<file path="config.mk">
export PLATFORM = sky130hd
export DESIGN_NAME = index_mask_builder
export DESIGN_NICKNAME = d
export VERILOG_FILES = /design/src/rtl/index_mask_builder_pkg.sv /design/src/rtl/index_mask_builder_index_decoder.sv /design/src/rtl/index_mask_builder.sv
export SDC_FILE = /design/constraint.sdc
export NUM_CORES = 1
export LEC_CHECK = 0
export ABC_AREA = 0
export CAP_MARGIN = 20
export CORE_MARGIN = 2
export CORE_UTILIZATION = 48
export CTS_CLUSTER_DIAMETER = 150
export CTS_CLUSTER_SIZE = 16
export DETAILED_ROUTE_END_ITERATION = 12
export PLACE_DENSITY = 0.86
export SYNTH_ARGS = -nofsm -noshare
export SYNTH_HDL_FRONTEND = slang
export SYNTH_SLANG_ARGS = --single-unit
</file>
<file path="constraint.sdc">
create_clock -name i_clk -period 2.8 [get_ports i_clk]
set_input_delay 0.56 -clock i_clk [delete_from_list [all_inputs] [get_ports i_clk]]
set_output_delay 0.56 -clock i_clk [all_outputs]
set_load 0.03 [all_outputs]
</file>
<file path="src/rtl/index_mask_builder_pkg.sv">
// Shared types and elaboration helpers for the index mask builder.
// The duplicate-detect option is controlled by INDEX_MASK_BUILDER_DUP_DETECT_EN.
package index_mask_builder_pkg;

   typedef enum logic {
      ACCUM = 1'b0,
      HOLD  = 1'b1
   } state_t;

   // True when n is a usable vector width: a power of two, at least 2.
   function automatic bit is_valid_width(input int n);
      return (n >= 2) && ((n & (n - 1)) == 0);
   endfunction

endpackage

</file>
<file path="src/rtl/index_mask_builder_index_decoder.sv">
// Combinational index-to-one-hot decoder; inverse of a leading-one index finder.
module index_decoder #(
   parameter int N = 32,
   localparam int M = $clog2(N)
) (
   input  logic [M-1:0] index_i,
   output logic [N-1:0] onehot_o
);

   genvar gi;
   generate
      for (gi = 0; gi < N; gi++) begin : g_bit
         assign onehot_o[gi] = (index_i == M'(gi));
      end
   endgenerate

endmodule

</file>
<file path="src/rtl/index_mask_builder.sv">
// Collects index beats of a frame into a bit mask with distinct-bit count.
// Define INDEX_MASK_BUILDER_DUP_DETECT_EN to enable the o_dup duplicate flag.
module index_mask_builder
   import index_mask_builder_pkg::*;
#(
   parameter int N = 32,
   localparam int M = $clog2(N)
) (
   input  logic         i_clk,
   input  logic         i_rst,
   input  logic         i_valid,
   input  logic [M-1:0] i_index,
   input  logic         i_last,
   output logic         o_ready,
   output logic [N-1:0] o_data,
   output logic [M:0]   o_count,
   output logic         o_valid,
   input  logic         i_ready,
   output logic         o_dup
);

   localparam logic [M:0] CNT_ONE = (M + 1)'(1);

   generate
      if (!is_valid_width(N)) begin : g_bad_width
         $error("index_mask_builder: N must be a power of 2 and at least 2");
      end
   endgenerate

   state_t       state_q, state_d;
   logic [N-1:0] mask_q, mask_d;
   logic [M:0]   count_q, count_d;
   logic [N-1:0] onehot;
   logic         accept;
   logic         hit;

   index_decoder #(.N(N)) u_decoder (
      .index_i  (i_index),
      .onehot_o (onehot)
   );

   assign accept = (state_q == ACCUM) && i_valid;
   assign hit    = |(mask_q & onehot);

   always_comb begin
      state_d = state_q;
      mask_d  = mask_q;
      count_d = count_q;
      case (state_q)
         ACCUM: begin
            if (accept) begin
               mask_d = mask_q | onehot;
               // A repeated index never advances the count, so it cannot exceed N.
               if (!hit) begin
                  count_d = count_q + CNT_ONE;
               end
               if (i_last) begin
                  state_d = HOLD;
               end
            end
         end
         HOLD: begin
            if (i_ready) begin
               state_d = ACCUM;
               mask_d  = '0;
               count_d = '0;
            end
         end
         default: state_d = ACCUM;
      endcase
   end

   always_ff @(posedge i_clk) begin
      if (i_rst) begin
         state_q <= ACCUM;
         mask_q  <= '0;
         count_q <= '0;
      end else begin
         state_q <= state_d;
         mask_q  <= mask_d;
         count_q <= count_d;
      end
   end

`ifdef INDEX_MASK_BUILDER_DUP_DETECT_EN
   logic dup_q, dup_d;

   always_comb begin
      dup_d = dup_q;
      if (accept && hit) begin
         dup_d = 1'b1;
      end else if ((state_q == HOLD) && i_ready) begin
         dup_d = 1'b0;
      end
   end

   always_ff @(posedge i_clk) begin
      if (i_rst) begin
         dup_q <= 1'b0;
      end else begin
         dup_q <= dup_d;
      end
   end

   assign o_dup = dup_q;
`else
   assign o_dup = 1'b0;
`endif

   // Handshake outputs come from state only; no input-to-output paths.
   assign o_ready = (state_q == ACCUM);
   assign o_valid = (state_q == HOLD);
   assign o_data  = mask_q;
   assign o_count = count_q;

endmodule

</file>
==> metrics.md, run 1 <==
| Metric | Value |
|---|---|
| FILL cells | around 310 |
| Clock Path Buffers | 2 |
| Congestion Overflow GR | 0 |
| Worst r2r src | o_data[3] |
| # hold bufs at CTS | 0 |
| Ys Warns | 0 |
| CP cell instances | clkdlybuf4s50_1 -> buf_4 -> buf_4 -> nor3b_1 -> a31oi_1 -> o22ai_1 -> a2111o_1 -> o311a_1 -> a41o_1 |
| Worst skew pair latency | slightly below 0.3 ns |
| Crit. End Element | flip-flop |
| WP data arrival | 2.78 ns |
| Routed vias | roughly 2000 |
| DPL Wire Length | roughly 4.3 mm |
| H-tree depth | 2 |
| Maximum VDD drop | between 300 and 400 uV |
| I/O Pins | 51 |
| Post-synthesis register bit count | 39 |
| CP max FO | 11 |
| Number of clock sinks | 39 |
| Main synth FF type | dfxtp_1 |
| RSZ-0062 raised after global routing | no |
| Root Buffer | clkbuf_8 |
| Area Overhead vs Synth | 40.3% |
| Power per Cell Area | around 430 nW/um2 |
| CTS tree | built |
| Die H | between 60 and 70 um |
| Aggregate global-route resource usage | 0.279 |
| Async SR Flop Fraction | 0 |
| Max-Cap Viols | 0 |
| CP peak stage delay | 0.49 ns |
| Worst path top cell family by delay | compound AO/OA/AOI/OAI gates |
| Register area share after synthesis | 0.413 |
| Final Hold Viols | 0 |
| Site row count | 22 |
| Synth cell types | 48 |
| Commonest non-fill, non-tap cells in the layout | clkdlybuf4s50_1, nor2_1, dfxtp_1, buf_4, a31oi_1 |
| Synthesized area | roughly 1900 um2 |
| F_max | between 300 and 400 MHz |
| Cts repair resizes | 0 |
| Largest net degree at the start of global routing | 19 |
| GPL Wtd Cong | 0.922 |
| Antenna Cells | 0 |
| Hold Crit Class | flip-flop to flip-flop |
| Mean Syn Cell Area | about 8.4 um2 |
| Critical Path Most Common Cell | buf_4 |
| Mapped Nets | 237 |
| 1st-pass router iterations | 4 |
| Vias in the first global route | ~2000 |
| GR Util met3 | 0.0608 |
| Crit path buf inv count | 3 |
| Met2 Use GR | 0.494 |
| Post-synth EDFFs | 0 |
| Worst setup path category | input pin to flip-flop |
| Final layout net count | between 300 and 400 |
| Die Width | 66.8 um |
| Drc violations | 0 |
| Max Slew Vio Count | 0 |
| Number of nets with antenna violations after routing | 0 |
| Final setup viols | 0 |
| Fraction of layout cells with a size suffix above 1 | 0.150 |
| Post-CTS Repair Setup Buffers | 0 |
| Crit path from | i_index[2] |
| Crit path to | o_count[3] |
| Vias per Instance | 5.99 |
| Min-delay src | o_data[9] |
| Reg2reg end | o_count[3] |
| Port-buffer cells | 49 |
| Die area | around 4500 um2 |
| Fin crit period | around 2.6 ns |
| CP Data Required Time | 2.98 ns |
| Initial antenna violation count | 0 |
| Initial Util | 0.509 |
| Post-Route WL | around 5.7 mm |
| CTS Buf Count | 5 |
| Drt wl/cell | 16.9 um |
| Most Crowded Layer GR | met2 |
| Routing usage on met1 | 0.330 |
| Leakage power | about 0.0010 uW |
| Reg2reg setup slack | between 0.8 and 0.9 ns |
| Drt initial violations | ~120 |
| R2R depth | 6 |
| Commonest non-fill, non-tap cell in the layout | clkdlybuf4s50_1 |
| Syn Inst Count | around 230 |
| Clock skew | around 0.0036 ns |
| Core box area | 3720 um2 |
| Hold WS | 0.498 ns |
| Clk pin slew, worst setup/hold paths | 0.07 ns |
| CP Launch Type | input pin |
| Crit share post-route | 0.926 |
| Total power | between 1000 and 1500 uW |
| First-pass GRT wire length | 9.28 mm |
| Slowest stage cell, crit path | a2111o_1 |
| Critical path depth | 9 |
| Status | completed |
-- metal layers --
| layer | share of wire | vias to the layer above |
|---|---|---|
| met3 | 0.062 | 13 |
| met5 | 0 | - |
| met1 | 0.43 | 980 |
| met4 | 0.019 | 0 |
| met2 | 0.49 | 92 |
| li1 | - | 956 |
-- kinds of logic (layout without fill, tap and decap cells) --
logic type                 Yosys count  after routing  synth area share
adders and majority gates            1              1           0.00662
other                                1              1           0.00198
AOI/OAI and AO/OA                   63             63             0.224
muxes                                8              8            0.0536
DFF                                 39             39             0.413
and+or+nand+nor                     90             90             0.236
buffers and inverters               24             91            0.0655
-- cell type report --
type | count | area [um2] | share of cell area
Clock buffer | 6 | 82.6 | 0.0311
Clock inverter | 1 | 5.00 | 0.00189
Multi-Input combinational cell | 163 | 986 | 0.372
Tap cell | 48 | 60.1 | 0.0226
Timing Repair Buffer | 80 | 723 | 0.273
Sequential cell | 39 | 781 | 0.294
Inverter | 4 | 15.0 | 0.00566
-- how the worst min path moves through the flow --
stage                 endpoint  slack [ns]  depth (start not counted)
floorplan           o_count[1]        0.60                          2
global route        o_data[12]        0.52                          2
detailed placement  o_data[12]        0.48                          2
CTS                 o_data[12]        0.50                          2
global placement     o_data[9]        0.48                          2
finish               o_data[9]        0.50                          2
-- registers in the layout, indices dropped and copies added, names as in the netlist --
name and count:
o_data 32, o_valid 1, o_count 6
-- cells in the mapped netlist, types with 2 or more instances --
cell type / n / area, um2
mux2_4: 4 / 60.1
o211ai_1: 2 / 15.0
buf_2: 6 / 30.0
o31ai_1: 3 / 22.5
nand2b_1: 2 / 12.5
and4_1: 2 / 17.5
a21oi_1: 15 / 75.1
nand4_1: 4 / 25.0
buf_6: 3 / 33.8
nand3_1: 4 / 20.0
and3b_1: 2 / 17.5
nor2b_1: 4 / 25.0
nor3_1: 2 / 10.0
o21ai_0: 2 / 10.0
nand2_1: 8 / 30.0
nor2_1: 44 / 165
clkbuf_1: 10 / 37.5
and2_1: 5 / 31.3
a31oi_1: 26 / 163
inv_1: 4 / 15.0
mux2i_1: 3 / 30.0
and3_1: 5 / 31.3
nor4b_1: 2 / 17.5
dfxtp_1: 39 / 781
or4_1: 2 / 15.0
-- metrics by stage --
| stage | cell area [um2] | util | std cells | setup TNS (ns) | setup slack (ns) |
|---|---|---|---|---|---|
| floorplan | 1890 | - | 226 | 0 | 0.560 |
| global placement | 2560 | 0.690 | 334 | -0.166 | -0.0882 |
| detailed placement | 2560 | 0.690 | 334 | -0.171 | -0.0837 |
| CTS | 2650 | 0.714 | 341 | 0 | 0.217 |
| global route | 2650 | 0.714 | 341 | 0 | 0.0308 |
| finish | 2650 | 0.714 | 341 | 0 | 0.206 |
-- worst register-to-register path, cell delays in order, from the launching register on --
cell and delay [ns]:
dfxtp_1 0.33, mux2_4 0.28, a31oi_1 0.19, a31oi_1 0.06
a2111o_1 0.43, o311a_1 0.35, a41o_1 0.20
-- report_power, final --
part	internal [uW]	switching (uW)	total, uW	leakage [uW]
clock	193	183	376	0.0000470
combinational	77.3	111	188	0.000673
sequential	563	9.97	573	0.000315
Note: power is estimated with default switching activity, not from simulation.
==> inputs of run 2 (changes only) <==
--- a/config.mk
+++ b/config.mk
@@ -8,11 +8,12 @@
 export ABC_AREA = 0
 export CAP_MARGIN = 20
 export CORE_MARGIN = 2
-export CORE_UTILIZATION = 48
+export CORE_UTILIZATION = 43
 export CTS_CLUSTER_DIAMETER = 150
 export CTS_CLUSTER_SIZE = 16
 export DETAILED_ROUTE_END_ITERATION = 12
-export PLACE_DENSITY = 0.86
+export PLACE_DENSITY = 0.75
+export SLEW_MARGIN = 0
 export SYNTH_ARGS = -nofsm -noshare
 export SYNTH_HDL_FRONTEND = slang
 export SYNTH_SLANG_ARGS = --single-unit
==> constraint.sdc (replaced) <==
create_clock -name i_clk -period 2.2 [get_ports i_clk]
set_input_delay 0.44 -clock i_clk [delete_from_list [all_inputs] [get_ports i_clk]]
set_output_delay 0.44 -clock i_clk [all_outputs]
set_load 0.03 [all_outputs]
==> metrics.md, run 2 (synthesis gave the netlist of run 1 again) <==
| Metric | Value |
|---|---|
| Clk pin slew, worst setup/hold paths | 0.08 ns (about the same) |
| R2R depth | 6 (unchanged) |
| 1st-pass router iterations | 4 (unchanged) |
| Initial antenna violation count | 0 (unchanged) |
| Util after Layout | 0.648 (-0.0658) |
| WP data arrival | 2.37 ns (-0.41 ns) |
| FILL cells | 380 (+24%) |
| Fraction of layout cells with a size suffix above 1 | 0.221 (+0.0713) |
| Drc violations | 0 (unchanged) |
| Maximum VDD drop | 356 uV (+14%) |
| Root Buffer | clkbuf_8 |
| Area Overhead vs Synth | 47.2% |
| Vias in the first global route | 1907 (-3.6%) |
| Hold WS | 0.496 ns (-0.00152 ns) |
| Max-Cap Viols | 0 (unchanged) |
| Congestion Overflow GR | 0 (unchanged) |
| Reg2reg end | o_count[3] |
| Wire length on met3 | 377 um (+5.0%) |
| Vias per Instance | 5.72 (-4.4%) |
| GPL Wtd Cong | 0.898 (-2.7%) |
| Crit. End Element | flip-flop |
| Reg2reg setup slack | 0.09 ns (-0.77 ns) |
| Max Slew Vio Count | 0 (unchanged) |
| Post-Route WL | 5.86 mm (+1.9%) |
| First-pass GRT wire length | 9.42 mm (+1.5%) |
| Metal-1 WL | 2.59 mm (+3.8%) |
| CP Launch Type | input pin |
| Clock Path Buffers | 2 (unchanged) |
| Final Hold Viols | 0 (unchanged) |
| Met2 Routed Length | 2.82 mm (+1.1%) |
| Site row count | 24 (+9.1%) |
| # hold bufs at CTS | 0 (unchanged) |
| Die H | 70.3 um (+5.3%) |
| Finished Layout Cells | 359 (+5.3%) |
| Fin Setup TNS | 0 ns (unchanged) |
| Antenna Cells | 0 (unchanged) |
| Die area | 4940 um2 (+11%) |
| Slew @ Worst Pin | about 0.8 ns |
| Top sig layer | met4 |
| Routed vias | 2054 (+0.64%) |
| Worst setup path category | input pin to flip-flop |
| Final setup viols | 0 (unchanged) |
| Drt initial violations | 94 (-23%) |
| Worst r2r src | o_data[6] |
| I/O Pins | 51 (unchanged) |
| Hold Crit Class | flip-flop to flip-flop |
| Clock skew | 0.00344 ns (-0.000136 ns) |
| CTS tree | built |
| H-tree depth | 2 (unchanged) |
| Drt wl/cell | 16.3 um (-3.2%) |
| Aggregate global-route resource usage | 0.239 (-0.0404) |
| CP Data Required Time | 2.39 ns (-0.59 ns) |
| Port-buffer cells | 49 (unchanged) |
| Crit path to | o_count[3] |
| Commonest non-fill, non-tap cells in the layout | clkdlybuf4s50_1, nor2_1, buf_4, dfxtp_1, a31oi_1 |
| Slew headroom | 0.466 |
| CP max FO | 7 (-4) |
| Worst skew pair latency | 0.29 ns (about the same) |
| CTS Buf Count | 5 (unchanged) |
| DPL Wire Length | 4.29 mm (-0.41%) |
| Die Width | 70.3 um (+5.3%) |
| Status | completed |
| Final layout net count | 317 (+4.3%) |
| Crit path from | i_index[3] |
| DP Cell Count | 347 (+3.9%) |
| Initial Util | 0.440 (-0.0685) |
| Commonest non-fill, non-tap cell in the layout | clkdlybuf4s50_1 |
| Number of nets with antenna violations after routing | 0 (unchanged) |
| Crit share post-route | 0.990 |
| Fin crit period | 2.18 ns |
| Core box area | 4290 um2 (+16%) |
| Largest net degree at the start of global routing | 19 (unchanged) |
| Power per Cell Area | 527 nW/um2 (+23%) |
| Max FFs per register | 32 (unchanged) |
| F_max | 459 MHz |
| Number of clock sinks | 39 (unchanged) |
| Leakage power | 0.00111 uW (+7.4%) |
## run 2: changes by cell type in the layout (fill, tap and decap cells not counted), sizes merged
| cell | previous run | this run |
|---|---|---|
| buf | 31 | 46 |
| clkinvlp | 0 | 1 |
| clkdlybuf4s50 | 49 | 44 |
| clkbuf | 6 | 8 |
| dlygate4sd2 | 0 | 1 |
## run 2: worst max-delay path, cell delays in order
cell and delay [ns]:
buf_6 0.09, buf_6 0.13, mux2_4 0.30, a22oi_2 0.22, o32ai_2 0.09, a2111o_1 0.51, o311a_1 0.39, a41o_1 0.20
## run 2: area by class of cell
type / instances / area (um2) / share of cell area
multi-input combinational: 163 / 1020 / 0.368
timing repair buffer: 93 / 813 / 0.292
sequential: 39 / 781 / 0.281
clock buffer: 6 / 72.6 / 0.0261
tap: 52 / 65.1 / 0.0234
inverter: 4 / 15.0 / 0.00540
clock inverter: 2 / 12.5 / 0.00450
## run 2: worst min path at each step
stage               cells past startpoint  slack [ns]          to       start
floorplan                               2        0.58     o_valid     i_valid
global placement                        2        0.48  o_data[13]  o_data[13]
detailed placement                      2        0.49  o_count[1]  o_count[1]
CTS                                     2        0.50  o_count[1]  o_count[1]
global route                            2        0.55  o_count[1]  o_count[1]
finish                                  2        0.50  o_data[19]  o_data[19]
## run 2: per-layer routing
metal / vias up / GRT usage
met2: 88 / 0.405
met3: 8 / 0.0447
met1: 975 / 0.309
met4: 0 / 0.0641
met5: - / 0
li1: 983 / -
## run 2: timing repair
action                                  4_1_cts  5_1_grt
setup buffers                                 3        2
endpoints found under the setup margin        6        6
pin swaps                                     7        6
resized for setup                            18        9
## run 2: where the power goes
part	switching [uW]	internal (uW)
Sequential	10.3	715
Clock	258	222
Combinational	149	113
Total	418	1050
## run 2: stage by stage
stage,setup WS (ns),area [um2],total power [uW]
global route,-0.00561,2780,1520
global placement,-0.552,2640,989
CTS,0.000973,2790,1470
detailed placement,-0.595,2640,991
floorplan,0.0799,1890,873
finish,0.0219,2780,1470
